==> config.mk <==
export PLATFORM = sky130hd
export DESIGN_NAME = pooling_max_ctrl
export DESIGN_NICKNAME = d
export VERILOG_FILES = /design/src/rtl/pooling_max_ctrl.sv
export SDC_FILE = /design/constraint.sdc
export NUM_CORES = 1
export LEC_CHECK = 0
export ABC_AREA = 1
export CAP_MARGIN = 20
export CORE_AREA = 2 2 130 132
export DETAILED_ROUTE_END_ITERATION = 8
export DIE_AREA = 0 0 132 134
export GPL_ROUTABILITY_DRIVEN = 1
export PLACE_DENSITY = 0.58
export RECOVER_POWER = 100
export SLEW_MARGIN = 20
export SYNTH_ARGS = -nofsm -noshare
export SYNTH_HDL_FRONTEND = slang
export SYNTH_SLANG_ARGS = --single-unit
==> constraint.sdc <==
create_clock -name clk -period 2.9 [get_ports clk]
set_input_delay 0.58 -clock clk [delete_from_list [all_inputs] [get_ports clk]]
set_output_delay 0.58 -clock clk [all_outputs]
set_load 0.01 [all_outputs]
==> src/rtl/pooling_max_ctrl.sv <==
// pooling_max_ctrl: steers a raster pixel stream into a bank of max cells and drains one pooled row per band.
// Optional build macro POOL_OUT_REG_EN adds a one-entry registered output stage after the drain mux.
`default_nettype none

`ifndef DATA_WIDTH
`define DATA_WIDTH 32
`endif

module pooling_max_ctrl #(
  parameter int IMG_WIDTH  = 8,
  parameter int IMG_HEIGHT = 8,
  parameter int POOL_SIZE  = 2,
  parameter int NUM_CELLS  = IMG_WIDTH / POOL_SIZE
) (
  input  logic                              clk,
  input  logic                              rst_n,
  input  logic                              start,
  input  logic                              in_valid,
  input  logic [`DATA_WIDTH-1:0]            in_data,
  output logic                              in_ready,
  output logic [NUM_CELLS*`DATA_WIDTH-1:0]  cell_a,
  output logic [NUM_CELLS-1:0]              cell_clear,
  input  logic [NUM_CELLS*`DATA_WIDTH-1:0]  cell_result,
  output logic                              out_valid,
  output logic [`DATA_WIDTH-1:0]            out_data,
  input  logic                              out_ready,
  output logic                              busy,
  output logic                              done
);

  localparam int DW = `DATA_WIDTH;
  localparam int CW = (NUM_CELLS > 1) ? $clog2(NUM_CELLS) : 1;
  localparam int PW = (POOL_SIZE > 1) ? $clog2(POOL_SIZE) : 1;
  localparam int RW = $clog2(IMG_HEIGHT + 1);

  localparam logic [CW-1:0] LAST_CELL = CW'(NUM_CELLS - 1);
  localparam logic [PW-1:0] LAST_PH   = PW'(POOL_SIZE - 1);
  localparam logic [RW-1:0] LAST_ROW  = RW'(IMG_HEIGHT);

  typedef enum logic [2:0] {
    S_IDLE  = 3'd0,
    S_INIT  = 3'd1,
    S_FILL  = 3'd2,
    S_DRAIN = 3'd3,
    S_DONE  = 3'd4,
    S_FLUSH = 3'd5
  } state_t;

  state_t        state_q, state_d;
  logic [CW-1:0] cell_q, cell_d;     // column window = owning cell
  logic [PW-1:0] ph_q, ph_d;         // column offset inside the window
  logic [PW-1:0] rph_q, rph_d;       // row offset inside the band
  logic [RW-1:0] row_q, row_d;
  logic [CW-1:0] didx_q, didx_d;
  logic [DW-1:0] drain_val;
  logic          drain_take;

  assign drain_val = cell_result[didx_q*DW +: DW];

`ifdef POOL_OUT_REG_EN
  logic          ovalid_q;
  logic [DW-1:0] odata_q;

  assign drain_take = (state_q == S_DRAIN) && (!ovalid_q || out_ready);
  assign out_valid  = ovalid_q;
  assign out_data   = odata_q;

  always_ff @(posedge clk or negedge rst_n) begin
    if (!rst_n) begin
      ovalid_q <= 1'b0;
      odata_q  <= '0;
    end else if (drain_take) begin
      ovalid_q <= 1'b1;
      odata_q  <= drain_val;
    end else if (out_ready) begin
      ovalid_q <= 1'b0;
    end
  end
`else
  assign drain_take = (state_q == S_DRAIN) && out_ready;
  assign out_valid  = (state_q == S_DRAIN);
  assign out_data   = (state_q == S_DRAIN) ? drain_val : '0;
`endif

  always_ff @(posedge clk or negedge rst_n) begin
    if (!rst_n) begin
      state_q <= S_IDLE;
      cell_q  <= '0;
      ph_q    <= '0;
      rph_q   <= '0;
      row_q   <= '0;
      didx_q  <= '0;
    end else begin
      state_q <= state_d;
      cell_q  <= cell_d;
      ph_q    <= ph_d;
      rph_q   <= rph_d;
      row_q   <= row_d;
      didx_q  <= didx_d;
    end
  end

  always_comb begin
    state_d    = state_q;
    cell_d     = cell_q;
    ph_d       = ph_q;
    rph_d      = rph_q;
    row_d      = row_q;
    didx_d     = didx_q;
    in_ready   = 1'b0;
    cell_a     = '0;
    cell_clear = '0;
    busy       = 1'b0;
    done       = 1'b0;

    case (state_q)
      S_IDLE: begin
        if (start) state_d = S_INIT;
      end

      S_INIT: begin
        busy       = 1'b1;
        cell_clear = '1;
        cell_d     = '0;
        ph_d       = '0;
        rph_d      = '0;
        row_d      = '0;
        didx_d     = '0;
        state_d    = S_FILL;
      end

      S_FILL: begin
        busy     = 1'b1;
        in_ready = 1'b1;
        if (in_valid) begin
          cell_a[cell_q*DW +: DW] = in_data;
          if (ph_q == LAST_PH) begin
            ph_d = '0;
            if (cell_q == LAST_CELL) begin
              cell_d = '0;
              row_d  = row_q + 1'b1;
              if (rph_q == LAST_PH) begin
                rph_d   = '0;
                didx_d  = '0;
                state_d = S_DRAIN;
              end else begin
                rph_d = rph_q + 1'b1;
              end
            end else begin
              cell_d = cell_q + 1'b1;
            end
          end else begin
            ph_d = ph_q + 1'b1;
          end
        end
      end

      S_DRAIN: begin
        busy = 1'b1;
        // A cell is cleared the cycle its value leaves the drain mux.
        if (drain_take) begin
          cell_clear[didx_q] = 1'b1;
          if (didx_q == LAST_CELL) begin
            didx_d = '0;
`ifdef POOL_OUT_REG_EN
            state_d = (row_q == LAST_ROW) ? S_FLUSH : S_FILL;
`else
            state_d = (row_q == LAST_ROW) ? S_DONE : S_FILL;
`endif
          end else begin
            didx_d = didx_q + 1'b1;
          end
        end
      end

`ifdef POOL_OUT_REG_EN
      S_FLUSH: begin
        busy = 1'b1;
        if (!ovalid_q || out_ready) state_d = S_DONE;
      end
`endif

      S_DONE: begin
        done    = 1'b1;
        cell_d  = '0;
        ph_d    = '0;
        rph_d   = '0;
        row_d   = '0;
        didx_d  = '0;
        state_d = S_IDLE;
      end

      default: state_d = S_IDLE;
    endcase
  end

endmodule

`default_nettype wire

## Yosys cells after proc, flatten, opt, wreduce, memory -nomap -nowiden

Cells that the tools add are included.

- Add/subtract/negate cells: 6
- $lt $le $gt $ge: 2
- Equality and inequality tests: 14
- Shifts and indexed selects: 3
- Mux-type cells: 42
- Bitwise gates (word level): 1
- Reduce and logical (&&, ||, !) cells: 12

Operators with widths:

| kind | number |
|---|---|
| two-way mux 128 bit | 2 |
| bitwise AND 128 bit | 1 |
| variable shift 32 x 34 -> 128 bit (first input constant) | 1 |
| variable part select 128 x 8 -> 32 bit | 1 |
| variable part select 32 x 34 -> 128 bit | 1 |
| negator 7 -> 34 bit | 1 |
| two-way mux 32 bit | 1 |
| two-way mux 3 bit | 8 |
| two-way mux 2 bit | 9 |
| two-way mux 4 bit | 4 |
| case mux 4 bit (2 select lines) | 2 |
| case mux 3 bit (4 select lines) | 1 |
| two-way mux 1 bit | 10 |
| != test 2 bit (second input constant) | 5 |
| AND reduction 7 bit | 1 |
| equality test 3 x 2 -> 1 bit (second input constant) | 2 |
| case mux 2 bit (3 select lines) | 1 |
| AND reduction 6 bit | 1 |
| adder 2 x 1 -> 2 bit (second input constant) | 2 |
| adder 4 x 1 -> 4 bit (second input constant) | 1 |
| equality test 2 bit (second input constant) | 2 |
| equality test 4 bit (second input constant) | 1 |
| != test 2 x 1 -> 1 bit (second input constant) | 2 |
| case mux 1 bit (2 select lines) | 2 |
| other kinds (16) | 18 |

- Bits in registers: 13
- Input bits: 165
- Output and inout bits: 168
- Word-level logic and storage cells: 86

## Logic depth before layout (Yosys ltp)

Gate-level depths: netlist of the first run.

- Depth in word-level cells: 6
- Depth in mapped cells: 10
- Depth with buffers taken out: 10

## Worst setup path before layout of the first run

Ideal clock, no wire load.

- Path kind: register -> output
- Start: register cell_q[0]
- End: output cell_a[10]
- Arrival time: 1645 ps
- Data required time: 2320 ps
- Setup slack: 675 ps
- Cell stages (with the launch flop): 7
- Path buffers: 1
- Cells stage by stage: dfrtp_1 -> inv_1 -> ha_1 -> inv_1 -> nand3_1 -> buf_1 -> nor3_1

- Word-level cells in the longest chain between the ends: 5
- Elaborated cells on any way between the ends: 6
- Classes of those cells: add/sub (1); shift (2); mux (2); bitwise (1)

RTL lines:

| element | RTL line | source |
|---|---|---|
| start, declared | 50 | `logic [CW-1:0] cell_q, cell_d;` |
| start signal, assigned | 95 | `cell_q <= cell_d;` |
| negator 7 -> 34 bit * | 136 | `cell_a[cell_q*DW +: DW] = in_data;` |
| variable part select 32 x 34 -> 128 bit or variable shift 32 x 34 -> 128 bit (tied branches) | 136 |  |
| bitwise AND 128 bit (no source line) * | n/a |  |
| two-way mux 128 bit * | 135 | `if (in_valid) begin` |
| two-way mux 128 bit * | 116 | `case (state_q)` |
| end, declared | 21 | `` output logic [NUM_CELLS*`DATA_WIDTH-1:0] cell_a, `` |

Every way passes the cells marked *; elsewhere a longest branch is shown, timed or not.

## Final worst setup path of the first run

- Start: input in_valid
- End: output cell_a[53]

- Word-level cells in the longest chain between the ends: 2

RTL lines:

| element | RTL line | source |
|---|---|---|
| start, declared | 18 | `input logic in_valid,` |
| two-way mux 128 bit | 135 |  |
| two-way mux 128 bit | 116 |  |

Every way passes these cells.

==> impl_metrics.csv, run 1 <==
group,metric,value,unit
run_status,status,"finished clean",
routing,drtPass1Iterations,4,
routing,drt-met1-wl,7060,um
timing,final-setup-viol-count,0,
placement,dp_hpwl,14400,um
synth,synth-main-ff-cell,"dfrtp_1",
placement,gp_congestion,0.852,
timing,hold_ws,0.494,ns
synth,ys_seq_elements,13,
finish,syn_to_final_growth,113,%
routing,dr_wl_met2,9420,um
routing,wl_met3,1040,um
synth,ys_types,24,
finish,fillers,1774,
floorplan,dieArea,17700,sq um
routing,via_per_inst,4.45,
synth,synth_edf_count,0,
clock_tree,cts_made_buffers,3,
clock_tree,cts_root_buffer,"clkbuf_16",
timing,post-route-min-period,2.83,ns
synth,synth.yosys.seq_area_share,10.2,%
timing,slew_headroom,59.7,%
setup_path,crit_type,"primary input to primary output",
clock_tree,clock_sink_count,13,
timing,maxSlewViolCount,0,
grt,antenna_found_initial,0,
job,max-cap-violations,0,
power_and_ir_drop,p_total,3.11,mW
setup_path,cp_data_arrival_time,2.25,ns
power_and_ir_drop,p_leak,2.63,nW
routing,top_layer,"met4",
placement,port_buffers,332,
grt,grt_pass1_wl,26400,um
routing,routed_wl,17800,um
finish,nets,1097,
grt,overflow,0,
routing,dr.first_iter.drc_count,204,
synth,ys_warn_count,0,
synth,synth_top_cell_area_share,20.5,%
grt,grt_max_degree,54,
routing,drt.antenna.violating_nets,0,
routing,wl_per_cell,15.6,um
routing,dr_total_vias,5068,
floorplan,pin_count,333,
routing,drc,0,
synth,synthTopCellsByCount,"175 x nor2_1, 68 x o21ai_0, 64 x nor3_1, 56 x nand2_1, 54 x inv_1",
timing,fmax,0.353,GHz
finish,drive_gt1_share,9.68,%
grt,grt_use_total,18.4,%
timing,final.setup.tns,0,ns
min_path,hold_class,"flip-flop to flip-flop",
timing,fin_skew,0.00544,ns
timing,worst_pin_slew,0.603,ns
setup_path,start_kind,"primary input",
floorplan,start_util,19.7,%
grt,grt_pass1_vias,4665,
synth,syn-num-nets,771,
timing,finalHoldViolations,0,
synth,synthesis.instances,594,
clock_tree,ctsHoldBuffers,0,
synth,syn_area_per_cell,5.39,sq um
power_and_ir_drop,ir_worst_vdd,0.312,mV
timing,rsz0062_at_grt,"yes",
timing,finalCritPeriodShare,97.6,%
synth,ys_async_sr_fraction,100,%
synth,netlist_area,3200,sq um
setup_path,path_max_fanout,31,
floorplan,dieHeight,134,um
setup_path,r2r_slack,1.32,ns
synth,yosysMostFrequentCell,"nor2_1",
clock_tree,max-clock-path-buffers,2,
finish,num_antenna_cells,0,
floorplan,rows,47,
power_and_ir_drop,cellPowerDensity,456,nW/um^2
setup_path,cp-end-kind,"primary output",
clock_tree,tritoncts,"yes",
synth,ys_top_cells_by_area,"nor2_1 21%, o21ai_0 11%, dfrtp_1 10%, nor3_1 10%, nor3_2 9.7%",
floorplan,die_w,132,um
clock_tree,clk_pin_slew,0.04,ns
clock_tree,htreeDepth,1,
floorplan,core,16300,sq um
synth,synth_largest_area_cell,"nor2_1",
setup_path,worstPathRequired,2.32,ns
clock_tree,clkLatencyLatePin,0.24,ns
==> per-layer routing <==
metal | track usage, % | vias to the layer above
li1 | - | 2579
met1 | 21.6 | 2242
met2 | 35.8 | 229
met3 | 2.46 | 18
met4 | 3.02 | 0
met5 | 0 | -
==> path summary, 6_finish.rpt <==
check	start	to	cells after the start
setup / recovery	in_valid	cell_a[53]	7
setup reg to reg	state_q[1]	row_q[3]	6
min in group asynchronous	rst_n	didx_q[1]	1
hold reg to reg	rph_q	rph_q	2
hold / removal	rph_q	rph_q	2
max in group asynchronous	rst_n	didx_q[0]	1
==> stage by stage <==
stage,cells,setup slack [ns],instance area (sq um),utilization [%]
finish,1139,0.0684,6830,41.9
global route,1139,-0.00670,6830,41.9
CTS,1134,0.00530,6970,42.8
detailed placement,1130,-0.0204,6880,42.2
global placement,1130,-0.0150,6880,42.2
floorplan,594,0.675,3200,-
==> layout make-up <==
class | count | area [sq um] | area share, %
Clock buffer | 4 | 78.8 | 1.15
Inverter | 56 | 211 | 3.10
Multi-Input combinational cell | 476 | 2420 | 35.4
Sequential cell | 13 | 327 | 4.78
Tap cell | 220 | 275 | 4.03
Timing Repair Buffer | 370 | 3520 | 51.5
==> cells in the final DEF, fill, tap and decap left out, types with 8 or more instances in the layout <==
| cell | n |
|---|---|
| a21oi_1 | 37 |
| buf_12 | 8 |
| buf_4 | 27 |
| clkbuf_1 | 34 |
| clkdlybuf4s25_1 | 20 |
| clkdlybuf4s50_1 | 268 |
| dfrtp_1 | 12 |
| ha_1 | 11 |
| inv_1 | 51 |
| nand2_1 | 57 |
| nand3_1 | 13 |
| nor2_1 | 174 |
| nor3_1 | 63 |
| nor3_2 | 32 |
| o21ai_0 | 68 |
==> critical path: stages <==
cell and delay [ns]:
clkdlybuf4s50_1 0.51, inv_1 0.09, nor2_4 0.13, nand3_2 0.09, buf_12 0.17, nor2_1 0.11, clkdlybuf4s50_1 0.55
==> power breakdown <==
part	total, mW	switching (mW)	internal, mW
logic	2.55	1.44	1.11
registers	0.302	0.0665	0.235
clock network	0.259	0.0736	0.185
==> registers in the layout, summed over array words and instances, names as in the netlist <==
signal   cells
cell_q       2
didx_q       2
ph_q         1
row_q        4
rph_q        1
state_q      3
==> what timing repair did <==
action	4_1_cts	5_1_grt
pin swaps	0	1
buffers inserted	0	4
gates resized for setup	6	59
cloned	0	1
setup endpoints to repair	6	83
==> cell families (layout without fill, tap and decap cells) <==
group           Yosys count  in the layout  synth area share, %
xor+xnor                  1              1                0.274
simple gates            357            357                 53.1
flops                    13             13                 10.2
buf+inv                 105            430                 15.1
compound gates          106            106                 16.6
fa+ha+maj                12             12                 4.69
(Power assumes the default switching activity.)
==> run 2, diff against run 1 <==
CTS_CLUSTER_DIAMETER = 100   (was not set)
==> results of run 2 <==
Final layout, timing and power as in run 1 (identical DEF).
==> run 3, diff against run 2 <==
PLACE_DENSITY = 0.61   (was 0.58)
==> run 3 against run 2 <==
Compared with the run above:
- register-to-register slack got worse by 0.09 ns
- sequential power increased by 2%
- combinational power decreased by 6%
==> impl_metrics.csv, run 3 (synthesis results as in run 1) <==
group,metric,value,unit
run_status,status,"finished clean",
setup_path,start_kind,"primary input",
timing,maxSlewViolCount,0,
timing,finalCritPeriodShare,97.5,%
setup_path,cp_slowest_cell,"clkdlybuf4s50_1",
setup_path,cp_data_arrival_time,2.25,ns
finish,mostFrequentLayoutCells,"246 x clkdlybuf4s50_1, 175 x nor2_1, 68 x o21ai_0",
finish,drive_gt1_share,7.74,%
grt,overflow,0,
grt,grt_max_degree,68,
finish,largest_reg_flops,4,
placement,gp_congestion,0.851,
power_and_ir_drop,cellPowerDensity,438,nW/um^2
timing,fmax,0.354,GHz
timing,finalHoldViolations,0,
power_and_ir_drop,p_total,2.95,mW
finish,reg_top3,"row_q x4, state_q x3",
clock_tree,post_cts_buffers,0,
finish,nets,1082,
clock_tree,htreeDepth,1,
clock_tree,clock_sink_count,13,
grt,grt_use_total,17.4,%
setup_path,cp-end-kind,"primary output",
timing,final-setup-viol-count,0,
finish,layout.cells.most_common,"clkdlybuf4s50_1",
grt,grt_pass1_wl,25100,um
setup_path,crit_type,"primary input to primary output",
finish,regMostFlops,"row_q",
timing,fin_skew,0.00280,ns
floorplan,start_util,19.7,%
clock_tree,cts_root_buffer,"clkbuf_16",
floorplan,die_w,132,um
grt,grt_pass1_vias,4606,
finish,num_antenna_cells,0,
setup_path,worst_path_most_repeated_cell,"clkdlybuf4s50_1",
clock_tree,ctsHoldBuffers,0,
setup_path,crit_buf_inv,4,
min_path,hold_class,"flip-flop to flip-flop",
placement,placed_area,6790,sq um
routing,dr_total_vias,4926,
routing,wl_per_cell,15.1,um
clock_tree,tritoncts,"yes",
clock_tree,clkLatencyLatePin,0.24,ns
grt,antenna_found_initial,0,
placement,dp_cells,1120,
routing,via_per_inst,4.38,
floorplan,core,16300,sq um
routing,routed_wl,16900,um
floorplan,rows,47,
routing,dr.first_iter.drc_count,171,
clock_tree,clk_pin_slew,0.04,ns
setup_path,crit_chain,"clkdlybuf4s50_1 > nand2_2 > buf_12 > nor3_1 > buf_4 > clkdlybuf4s50_1",
setup_path,slowest_delay,0.52,ns
setup_path,critPathTopFamily,"buffers and inverters",
finish,finalInstanceArea,6730,sq um
finish,fillers,1802,
routing,drt.antenna.violating_nets,0,
timing,worst_pin_slew,0.561,ns
routing,drtPass1Iterations,4,
job,max-cap-violations,0,
placement,dp_hpwl,13800,um
timing,post-route-min-period,2.83,ns
setup_path,worstPathRequired,2.32,ns
placement,port_buffers,332,
finish,fin_cells,1124,
clock_tree,max-clock-path-buffers,2,
floorplan,pin_count,333,
timing,layout_setup_ws,0.0712,ns
power_and_ir_drop,ir_worst_vdd,0.375,mV
floorplan,dieArea,17700,sq um
placement,place_ws,-0.0233,ns
clock_tree,cts_made_buffers,3,
timing,hold_ws,0.501,ns
power_and_ir_drop,p_leak,2.67,nW
timing,slew_headroom,62.5,%
setup_path,path_max_fanout,67,
floorplan,dieHeight,134,um
routing,drc,0,
finish,syn_to_final_growth,110,%
## run 3: cell count changes in the layout (fill, tap and decap cells not counted), sizes merged
cell,change
clkbuf,-7
buf,-15
dlymetal6s2s,+1
dlygate4sd3,+27
clkdlybuf4s50,-22
dlygate4sd2,+1
## run 3: metrics by stage
stage	utilization, %	setup TNS, ns
floorplan	-	0
global placement	41.7	-0.0181
detailed placement	41.7	-0.0299
CTS	42.2	0
global route	41.3	-0.0418
finish	41.3	0
## run 3: cell type report
cell class	count	area (sq um)	share of cell area (%)
multi-input cells	476	2410	35.8
flip-flops and latches	13	327	4.85
inverters	56	211	3.14
repair buffers	355	3430	50.9
well taps	220	275	4.09
clock buffers	4	78.8	1.17
## run 3: path summary, 6_finish.rpt
check	start	slack (ns)	end	cells after the start
worst max register to register	state_q[1]	1.23	row_q[3]	7
min in group asynchronous	rst_n	0.78	row_q[2]	1
worst min register to register	rph_q	0.50	rph_q	2
worst max-delay path	in_valid	0.07	cell_a[19]	6
worst min-delay path	rph_q	0.50	rph_q	2
max in group asynchronous	rst_n	1.72	didx_q[0]	1
## run 3: routing by layer
metal	track usage, %	up-vias	wire length (um)
li1	-	2551	-
met1	20.2	2143	6770
met2	33.4	210	8690
met3	2.61	22	1080
met5	0	-	0
met4	4.23	0	375
## run 3: power breakdown
part	switching [mW]	internal [mW]	total (mW)
clock network	0.0678	0.185	0.252
logic	1.38	1.00	2.39
registers	0.0726	0.236	0.308
total	1.52	1.42	2.95
## run 3: worst reg2reg max path, stage by stage (launching register included)
cell	delay [ns]
dfrtp_1	0.45
buf_4	0.19
o21ai_0	0.16
nand2_1	0.18
nand2_1	0.25
nand2_1	0.18
nand2_1	0.09
nand2_1	0.05
## run 3: repair_timing
action,in CTS,in global routing
pin swaps,0,0
resized for setup,8,52
endpoints found under the setup margin,37,65
